`src/rtl/debug_mem_pkg.sv`:
```
// Shared types and constants for the debug cache-port initiator.
package debug_mem_pkg;

  typedef enum logic [2:0] {
    IDLE,
    ISSUE,
    WAIT,
    VWR,
    RESP
  } state_t;

  localparam logic SEL_DCACHE = 1'b0;
  localparam logic SEL_ICACHE = 1'b1;

  localparam int READ_LAT_MIN = 1;
  localparam int READ_LAT_MAX = 7;
  localparam int CNT_W        = 3;

  typedef struct packed {
    logic        write;
    logic        sel;
    logic [31:0] addr;
    logic [31:0] wdata;
    logic [3:0]  be;
  } cmd_t;

  typedef struct packed {
    logic [31:0] rdata;
    logic        err;
  } rsp_t;

  function automatic logic [31:0] be_to_mask(input logic [3:0] be);
    logic [31:0] m;
    m = '0;
    for (int i = 0; i < 4; i++) begin
      m[8*i +: 8] = {8{be[i]}};
    end
    return m;
  endfunction

endpackage

```
`src/rtl/debug_mem_master.sv`:
```
// Single-outstanding read/write initiator for the core's InstCache/DataCache debug ports.
// Optional write read-back verification is built when DEBUG_WRITE_VERIFY_EN is defined.
//
// state | meaning
// IDLE  | ready for a command
// ISSUE | selected port driven; write strobe active for this cycle only
// VWR   | write done, address held so the same word is read back
// WAIT  | counting down the memory read latency
// RESP  | response held until the host takes it
module debug_mem_master
  import debug_mem_pkg::*;
#(
  parameter int READ_LAT = 1
) (
  input  logic        CPU_CLK,
  input  logic        CPU_RST,
  input  logic        cmd_valid,
  output logic        cmd_ready,
  input  logic        cmd_write,
  input  logic        cmd_sel,
  input  logic [31:0] cmd_addr,
  input  logic [31:0] cmd_wdata,
  input  logic [3:0]  cmd_be,
  output logic        rsp_valid,
  input  logic        rsp_ready,
  output logic [31:0] rsp_rdata,
  output logic        rsp_err,
  output logic [31:0] dbg_dc_a2,
  output logic [31:0] dbg_dc_wd2,
  output logic [3:0]  dbg_dc_we2,
  input  logic [31:0] dbg_dc_rd2,
  output logic [31:0] dbg_ic_a2,
  output logic [31:0] dbg_ic_wd2,
  output logic [3:0]  dbg_ic_we2,
  input  logic [31:0] dbg_ic_rd2,
  output logic        busy
);

  if (READ_LAT < READ_LAT_MIN || READ_LAT > READ_LAT_MAX) begin : g_lat_check
    $error("debug_mem_master: READ_LAT must be within 1..7");
  end

  localparam logic [CNT_W-1:0] LAT_M1 = CNT_W'(READ_LAT - 1);

  state_t           state;
  logic             sel_q;
  logic             write_q;
  logic [CNT_W-1:0] cnt;
  rsp_t             rsp_q;
  logic             rsp_valid_q;
  cmd_t             cmd_in;
  logic [31:0]      rd_sel;
  logic             vfy_err;

  assign cmd_in = '{write: cmd_write, sel: cmd_sel, addr: cmd_addr,
                    wdata: cmd_wdata, be: cmd_be};

  assign rd_sel = (sel_q == SEL_ICACHE) ? dbg_ic_rd2 : dbg_dc_rd2;

`ifdef DEBUG_WRITE_VERIFY_EN
  logic [3:0]  vbe_q;
  logic [31:0] wd_sel;

  // The write data is still sitting in the selected port's WD2 register.
  assign wd_sel  = (sel_q == SEL_ICACHE) ? dbg_ic_wd2 : dbg_dc_wd2;
  assign vfy_err = write_q && (((rd_sel ^ wd_sel) & be_to_mask(vbe_q)) != '0);
`else
  assign vfy_err = 1'b0;
`endif

  always_ff @(posedge CPU_CLK or posedge CPU_RST) begin
    if (CPU_RST) begin
      state       <= IDLE;
      sel_q       <= SEL_DCACHE;
      write_q     <= 1'b0;
      cnt         <= '0;
      rsp_q       <= '0;
      rsp_valid_q <= 1'b0;
      dbg_dc_a2   <= '0;
      dbg_dc_wd2  <= '0;
      dbg_dc_we2  <= '0;
      dbg_ic_a2   <= '0;
      dbg_ic_wd2  <= '0;
      dbg_ic_we2  <= '0;
`ifdef DEBUG_WRITE_VERIFY_EN
      vbe_q       <= '0;
`endif
    end else begin
      case (state)
        IDLE: begin
          if (cmd_valid) begin
            sel_q   <= cmd_in.sel;
            write_q <= cmd_in.write;
            if (cmd_in.addr[1:0] != 2'b00) begin
              rsp_q       <= '{rdata: 32'h0, err: 1'b1};
              rsp_valid_q <= 1'b1;
              state       <= RESP;
            end else begin
              rsp_q <= '0;
              // Port registers load on accept so the strobe lands in the ISSUE cycle.
              if (cmd_in.sel == SEL_ICACHE) begin
                dbg_ic_a2  <= cmd_in.addr;
                dbg_ic_wd2 <= cmd_in.wdata;
                dbg_ic_we2 <= cmd_in.write ? 4'hF : 4'h0;
              end else begin
                dbg_dc_a2  <= cmd_in.addr;
                dbg_dc_wd2 <= cmd_in.wdata;
                dbg_dc_we2 <= cmd_in.write ? cmd_in.be : 4'h0;
              end
`ifdef DEBUG_WRITE_VERIFY_EN
              vbe_q <= (cmd_in.sel == SEL_ICACHE) ? 4'hF : cmd_in.be;
`endif
              state <= ISSUE;
            end
          end
        end

        ISSUE: begin
          dbg_dc_we2 <= '0;
          dbg_ic_we2 <= '0;
          if (write_q) begin
`ifdef DEBUG_WRITE_VERIFY_EN
            state <= VWR;
`else
            rsp_valid_q <= 1'b1;
            state       <= RESP;
`endif
          end else begin
            cnt   <= LAT_M1;
            state <= WAIT;
          end
        end

`ifdef DEBUG_WRITE_VERIFY_EN
        VWR: begin
          cnt   <= LAT_M1;
          state <= WAIT;
        end
`endif

        WAIT: begin
          if (cnt == '0) begin
            rsp_q       <= '{rdata: rd_sel, err: vfy_err};
            rsp_valid_q <= 1'b1;
            state       <= RESP;
          end else begin
            cnt <= cnt - 1'b1;
          end
        end

        RESP: begin
          if (rsp_ready) begin
            rsp_valid_q <= 1'b0;
            state       <= IDLE;
          end
        end

        default: state <= IDLE;
      endcase
    end
  end

  assign cmd_ready = (state == IDLE);
  assign busy      = (state != IDLE);
  assign rsp_valid = rsp_valid_q;
  assign rsp_rdata = rsp_q.rdata;
  assign rsp_err   = rsp_q.err;

endmodule

```
`config.mk`:
```
export PLATFORM = sky130hd
export DESIGN_NAME = debug_mem_master
export DESIGN_NICKNAME = d
export VERILOG_FILES = /design/src/rtl/debug_mem_pkg.sv /design/src/rtl/debug_mem_master.sv
export SDC_FILE = /design/constraint.sdc
export NUM_CORES = 1
export LEC_CHECK = 0
export BUFFER_PORTS_ARGS = -buffer_cell sky130_fd_sc_hd__buf_2
export CORE_ASPECT_RATIO = 2
export CORE_MARGIN = 2
export CORE_UTILIZATION = 45
export DETAILED_ROUTE_END_ITERATION = 8
export GPL_ROUTABILITY_DRIVEN = 0
export PLACE_DENSITY = 0.8
export SETUP_SLACK_MARGIN = 0.3
export SYNTH_ARGS = -nofsm -noshare
export SYNTH_HDL_FRONTEND = slang
export SYNTH_SLANG_ARGS = --single-unit
```
`constraint.sdc`:
```
create_clock -name CPU_CLK -period 7.98 [get_ports CPU_CLK]
set_input_delay 1.596 -clock CPU_CLK [delete_from_list [all_inputs] [get_ports CPU_CLK]]
set_output_delay 1.596 -clock CPU_CLK [all_outputs]
set_load 0.02 [all_outputs]
```
==> impl_metrics.toml, run 1 <==
[setup_path]
r2r-end = "dbg_ic_a2[9]$_DFFE_PP0P_"
r2r_cells = 5
crit_arrival_ns = 1.54
cp_max_fo = 15
critPathSlowestCell = "dfrtp_1"
r2r_slack_ns = 5.60
start_kind = "flop"
rr_startpoint = "state[1]$_DFFE_PP0P_"
endpoint_kind = "output port"
slowest_delay_ns = 0.53
required_ns = 6.38
crit_type = "flop to output port"
critical_path.cell_chain = "nor3_1 -> buf_2"

[timing]
drv_slew = 0
finalSetupTns_ns = 0
setup_viol = 0
grt_setup_unrepaired = "no"
fin_ws_ns = 4.846
tightest_slew_ns = 0.9089
skew_ns = 0.01691
fmax_ghz = 0.3191
relSlewSlack_pct = 39.41
period_needed_ns = 3.134
fin_crit_sh_pct = 39.27
final_hold_viol_count = 0

[die]
initial_core_util_pct = 45.68
rows = 65
fp.coreArea_um2 = 15700
fp.dieArea_um2 = 17020
fp.dieW_um = 93.25
ios = 310
die_h_um = 182.5

[layout]
instances_no_fill = 1016
area_growth_pct = 30.84
n_antenna_cell = 0
fill_cells = 1298
nNetsFinal = 942
drive_gt1_share_pct = 58.90

[global_routing]
antenna_found_initial = 1
grt_pass1_wl_um = 25900
gr-usage-all-layers_pct = 19.79
grt_start_max_net_pins = 103
grt_pass1_vias = 5262
grt_remaining_overflow = 0

[clocking]
clock_latency_ns = 0.43
clk_pin_slew_worst_paths_ns = 0.07
cts_made_buffers = 17
hold_buffers = 0
post_cts_buffers = 0
cts_resized = 0
clockBufferDepth = 2
cts_max_level = 4
cts_sinks = 175
cts_root_buffer = "clkbuf_16"
cts_tree = "done"

[synth]
ys_async_sr_fraction_pct = 100.0
synth.yosys.seq_area_share_pct = 61.08
synth_cell_type_count = 38
synthFlopType = "dfrtp_1"
synth_seq_cells = 175
synth-edff-count = 0
yosys_warnings = 0
syn_nets = 642
syn-cell-area_um2 = 7169
syn_avg_cell_area_um2 = 14.28
syn_inst = 502

[detailed_routing]
vias = 5112
dr.pass1.iters = 4
drt_iter0_markers = 130
drt_wl_total_um = 16710
wl_per_cell_um = 16.44
drc = 0
ant_nets = 0
via_per_inst = 5.031

[outcome]
status = "complete, no violations"

[job]
cap_violations = 0

[min_path]
worst_hold_startpoint = "rsp_rdata[4]$_DFFE_PP0P_"
min_to = "rsp_rdata[4]$_DFFE_PP0P_"
hp-class = "flop to flop"
hold_path_depth = 2

[placement]
dpl.cell_count = 984
io_buffers = 309
place_ws_ns = 4.520
dp_hpwl_um = 12530

[power_and_ir_drop]
p_leak_nw = 4.896
irDropWorstVdd_mv = 0.2049
p_per_area_nw_per_um2 = 393.6
flip-flops by register name (all words and copies together), names as in the netlist:
signal / flops
rsp_err: 1
cnt: 3
sel_q: 1
state: 3
dbg_ic_a2: 32
dbg_ic_we2: 1
dbg_dc_we2: 4
dbg_dc_a2: 32
dbg_dc_wd2: 32
write_q: 1
rsp_valid: 1
dbg_ic_wd2: 32
rsp_rdata: 32
worst max-delay path: cells and delay by family (launching register included):
family	cells	cell delay, ns
buffers and inverters	1	0.23
flip-flops	1	0.53
AND/OR/NAND/NOR	1	0.35
kinds of logic (layout without fill, tap and decap cells):
family	after synthesis	in the layout	share of synthesized area [%]
fa+ha+maj	2	2	0.3490
buf+inv	40	353	3.752
compound gates	53	53	5.271
mux	159	159	24.40
flops	175	175	61.08
xor+xnor	1	1	0.1222
simple gates	72	72	5.026
cells in the mapped netlist, types with 2 or more instances:
master / number / area [um^2]
inv_1: 7 / 26.28
buf_4: 3 / 22.52
and2_1: 4 / 25.02
dfrtp_1: 175 / 4379
buf_6: 13 / 146.4
a31oi_1: 2 / 12.51
and3b_1: 2 / 17.52
nor2_1: 5 / 18.77
nand2_1: 40 / 150.1
mux2i_1: 33 / 330.3
nand3_1: 5 / 25.02
ha_1: 2 / 25.02
o21ai_0: 6 / 30.03
a21oi_1: 5 / 25.02
nor3b_1: 4 / 30.03
clkbuf_1: 15 / 56.30
mux2_2: 126 / 1419
o31ai_1: 32 / 240.2
nand2b_1: 4 / 25.02
cell usage in the layout, fill, tap and decap left out, drive strengths merged:
cell and n:
a211o 1, a31oi 2, xnor2 1, o41ai 1, dfrtp 175, mux2 126, a41o 1, nor3b 4
nand2 41, a21oi 5, clkbuf 20, ha 2, a211oi 1, o31ai 32, bufinv 2, buf 314
nand3 5, nor2b 1, inv 9, o21ai 6, or4b 1, nor3 2, nand2b 4, nor4 1
and3b 2, nand3b 1, mux2i 33, a221oi 1, and2 5, clkinvlp 1, a22oi 1, a2bb2oi 1
nor2 5, clkinv 7, o32a 1
power by group:
part / leakage [nW] / switching, mW / internal [mW] / total, mW
clock network: 0.297 / 0.347 / 0.488 / 0.834
logic: 2.39 / 0.815 / 0.585 / 1.40
registers: 2.21 / 0.223 / 1.23 / 1.46
worst max-delay path by stage:
stage / start / cells after the start / endpoint / slack (ns)
floorplan: CPU_RST / 1 / cnt[0]$_DFFE_PP0P_ / 1.64
global placement: cmd_valid / 6 / dbg_dc_wd2[28]$_DFFE_PP0P_ / 4.57
detailed placement: cmd_valid / 6 / dbg_dc_wd2[29]$_DFFE_PP0P_ / 4.52
CTS: state[1]$_DFFE_PP0P_ / 2 / cmd_ready / 4.83
global route: state[1]$_DFFE_PP0P_ / 3 / busy / 4.74
finish: state[1]$_DFFE_PP0P_ / 2 / cmd_ready / 4.85
final cells by class:
class	instances	area [um^2]	area share, %
flip-flops and latches	175	4380	46.70
clock inverters	12	131.4	1.401
inverters	7	31.28	0.3335
clock buffers	20	466.7	4.975
repair buffers	314	1584	16.89
well taps	201	251.5	2.681
multi-input cells	287	2535	27.02
metrics by stage:
stage          instance area, um^2  hold slack, ns  utilization, %  power, mW
6_report                      9380          0.4733           59.76      3.692
5_1_grt                       9380          0.4979           59.76      3.884
4_1_cts                       9380          0.4774           59.76      3.731
3_5_place_dp                  8782          0.4628           55.95      2.893
3_3_place_gp                  8782          0.4549           55.95      2.838
2_1_floorplan                 7169          0.4720               -      2.366
per-layer routing:
| layer | routed length (um) | vias up | track usage [%] |
|---|---|---|---|
| li1 | - | 2377 | - |
| met5 | 12 | - | 0 |
| met3 | 901 | 28 | 4.583 |
| met1 | 5840 | 2487 | 19.71 |
| met4 | 427 | 2 | 8.000 |
| met2 | 9526 | 218 | 38.07 |
Power figures use the tool's default switching activity.
==> inputs of run 2 (changes only) <==
- ABC_AREA: not set -> 1
- CORE_UTILIZATION: 45 -> 44
- PLACE_DENSITY: 0.8 -> 0.81
- clock period: 7.98 -> 2.7 ns (I/O delays scaled with it)
==> run 2 against run 1 <==
Net effect:
- die area grew 7.7%
- first-iteration DRC count grew 130%
- via count grew 34%
- worst setup slack lost 4.2 ns
- worst hold slack lost 0.24 ns
- register-to-register slack lost 4.9 ns
- clock power grew to 3.0 times the previous value
- sequential power grew to 2.8 times the previous value
- wire length grew 28%
- largest cell class unchanged
- largest power group is now combinational logic
==> impl_metrics.toml, run 2 <==
[setup_path]
critical_path.cell_chain = "nor2_4 -> nand2_4 -> or2_2 -> nor2_8 -> buf_4 -> nand2_1 -> nand2_1"
r2r_slack_ns = 0.66
crit_type = "flop to flop"
required_ns = 3.06
crit_arrival_ns = 2.40
start_kind = "flop"
critPathSlowestCell = "or2_2"
worst-path-buf-inv = 1
cp_max_fo = 38
crit_path_frequent_cell = "nand2_1"
slowest_delay_ns = 0.53
endpoint_kind = "flop"
path_delay_family = "simple AND/OR/NAND/NOR gates"

[layout]
final_cell_area_um2 = 9764
layout_common_cells = "buf_2 (309), nand2_1 (299), dfrtp_1 (175)"
nNetsFinal = 1279
final_common_cell = "buf_2"
final_util_pct = 58.24
drive_gt1_share_pct = 37.85
area_growth_pct = 29.01
n_antenna_cell = 0

[clocking]
cts_resized = 0
cts_sinks = 175
cts_tree = "done"
clk_pin_slew_worst_paths_ns = 0.07
cts_root_buffer = "clkbuf_16"
clockBufferDepth = 2
hold_buffers = 0
clock_latency_ns = 0.43
cts_max_level = 4
post_cts_buffers = 0
cts_made_buffers = 17

[power_and_ir_drop]
switching_power_mw = 4.563
p_int_mw = 6.353
seqPwrFrac_pct = 37.8
combPwrFrac_pct = 39.6
p_per_area_nw_per_um2 = 1118
power_frac_clock_pct = 22.7
p_leak_nw = 5.301
p_sw_share_pct = 41.80
irDropWorstVdd_mv = 0.6299

[synth]
syn_avg_cell_area_um2 = 8.842
synth_cell_type_count = 25
ys_async_sr_fraction_pct = 100.0
synthTopCellsByArea = "dfrtp_1 (58%), nand2_1 (15%), o21ai_0 (11%)"
syn_inst = 856
synth-edff-count = 0
synthFlopType = "dfrtp_1"
yosys.area.top_type = "dfrtp_1"
yosys_warnings = 0
syn_nets = 996
synth.yosys.seq_area_share_pct = 57.86
yosysTopAreaCellShare_pct = 57.86
synth_seq_cells = 175
synth_common_cells = "nand2_1 (301), dfrtp_1 (175), o21ai_0 (166), or2_2 (64), nand3_1 (42)"
synth.most_common_cell = "nand2_1"
syn-cell-area_um2 = 7569

[die]
die_h_um = 189.5
rows = 67
fp.dieArea_um2 = 18330
fp.dieW_um = 96.74
fp.coreArea_um2 = 16770
ios = 310
initial_core_util_pct = 45.14

[timing]
fin_ws_ns = 0.6641
tightest_slew_ns = 0.7921
relSlewSlack_pct = 47.13
finalSetupTns_ns = 0
setup_viol = 0
period_needed_ns = 2.036
drv_slew = 0
fmax_ghz = 0.4912
skew_ns = 0.009702
fin_crit_sh_pct = 75.41
final_hold_viol_count = 0
grt_setup_unrepaired = "no"

[placement]
place_ws_ns = 0.6611
placed_cell_area_um2 = 9169
dp_hpwl_um = 15520
io_buffers = 309

[global_routing]
grt_remaining_overflow = 0
antenna_found_initial = 0
grt_start_max_net_pins = 100
grt_pass1_wl_um = 34630
grt_pass1_vias = 6769
gr-usage-all-layers_pct = 23.71

[detailed_routing]
drt_wl_total_um = 21430
ant_nets = 0
drt_iter0_markers = 294
via_per_inst = 5.051
vias = 6864
wl_per_cell_um = 15.77
dr.pass1.iters = 5
drc = 0

[min_path]
hp-class = "input pin to asynchronous set/reset pin"

[job]
cap_violations = 0

[outcome]
status = "complete, no violations"
-- run 2: cell count changes after synthesis, sizes merged, moves of 6 or more --
cell    change
nor2       +10
buf         +6
o31ai      -32
o21ai     +160
clkbuf     +19
nand3      +37
nand2     +270
mux2i      -33
or2        +65
inv        +12
mux2      -126
-- run 2: power groups by stage --
stage	Sequential [mW]	Combinational [mW]	Clock, mW
2_1_floorplan	5.28	1.57	0
3_3_place_gp	4.11	4.27	0
3_5_place_dp	4.15	4.36	0
6_report	4.12	4.32	2.47
4_1_cts	4.12	4.36	2.53
5_1_grt	4.23	4.72	2.63
-- run 2: metal layers --
layer / wire length, um / up-vias / GRT usage, %
met2: 11640 / 310 / 42.47
met4: 810 / 0 / 12.24
met5: 0 / - / 0
met1: 7639 / 3201 / 26.47
li1: - / 3301 / -
met3: 1342 / 52 / 4.651
-- run 2: final timing paths --
| check | startpoint | to | depth (start not counted) |
|---|---|---|---|
| worst min-delay path | CPU_RST | rsp_rdata[19]$_DFFE_PP0P_ | 3 |
| worst max register to register | state[1]$_DFFE_PP0P_ | dbg_dc_wd2[25]$_DFFE_PP0P_ | 7 |
| max in group asynchronous | CPU_RST | dbg_ic_a2[3]$_DFFE_PP0P_ | 3 |
| worst max-delay path | state[1]$_DFFE_PP0P_ | dbg_dc_wd2[25]$_DFFE_PP0P_ | 7 |
| min in group CPU_CLK | cmd_wdata[25] | dbg_ic_wd2[25]$_DFFE_PP0P_ | 3 |
| worst min register to register | rsp_valid$_DFFE_PP0P_ | rsp_valid$_DFFE_PP0P_ | 2 |
-- run 2: cell families (layout without fill, tap and decap cells) --
kind of cell	count (synthesis)	count (layout)	synth area share, %
adders and majority gates	2	2	0.3306
AOI/OAI and AO/OA	168	168	11.13
and+or+nand+nor	434	434	25.23
buffers and inverters	77	373	5.455
DFF	175	175	57.86
-- run 2: layout make-up --
type / instances / area, um^2
Sequential cell: 175 / 4379
Multi-Input combinational cell: 604 / 2786
Timing Repair Buffer: 322 / 1669
Inverter: 19 / 75.07
Clock buffer: 18 / 439.2
Fill cell: 1519 / 7002
Tap cell: 207 / 259.0
Clock inverter: 14 / 156.4
-- run 2: worst reg2reg max path, stage by stage, from the launching register on --
cell and delay [ns]:
dfrtp_1 0.44, nor2_4 0.16, nand2_4 0.07, or2_2 0.53, nor2_8 0.17, buf_4 0.40
nand2_1 0.11, nand2_1 0.09
-- run 2: metrics by stage --
step                      hold slack [ns]  cells  power, mW
after global placement             0.4589   1327      8.383
after global routing               0.2879   1359      11.58
final                              0.2360   1359      10.92
after detailed placement           0.4612   1327      8.502
after CTS                          0.2571   1359      11.01
after floorplan                    0.4426    856      6.845
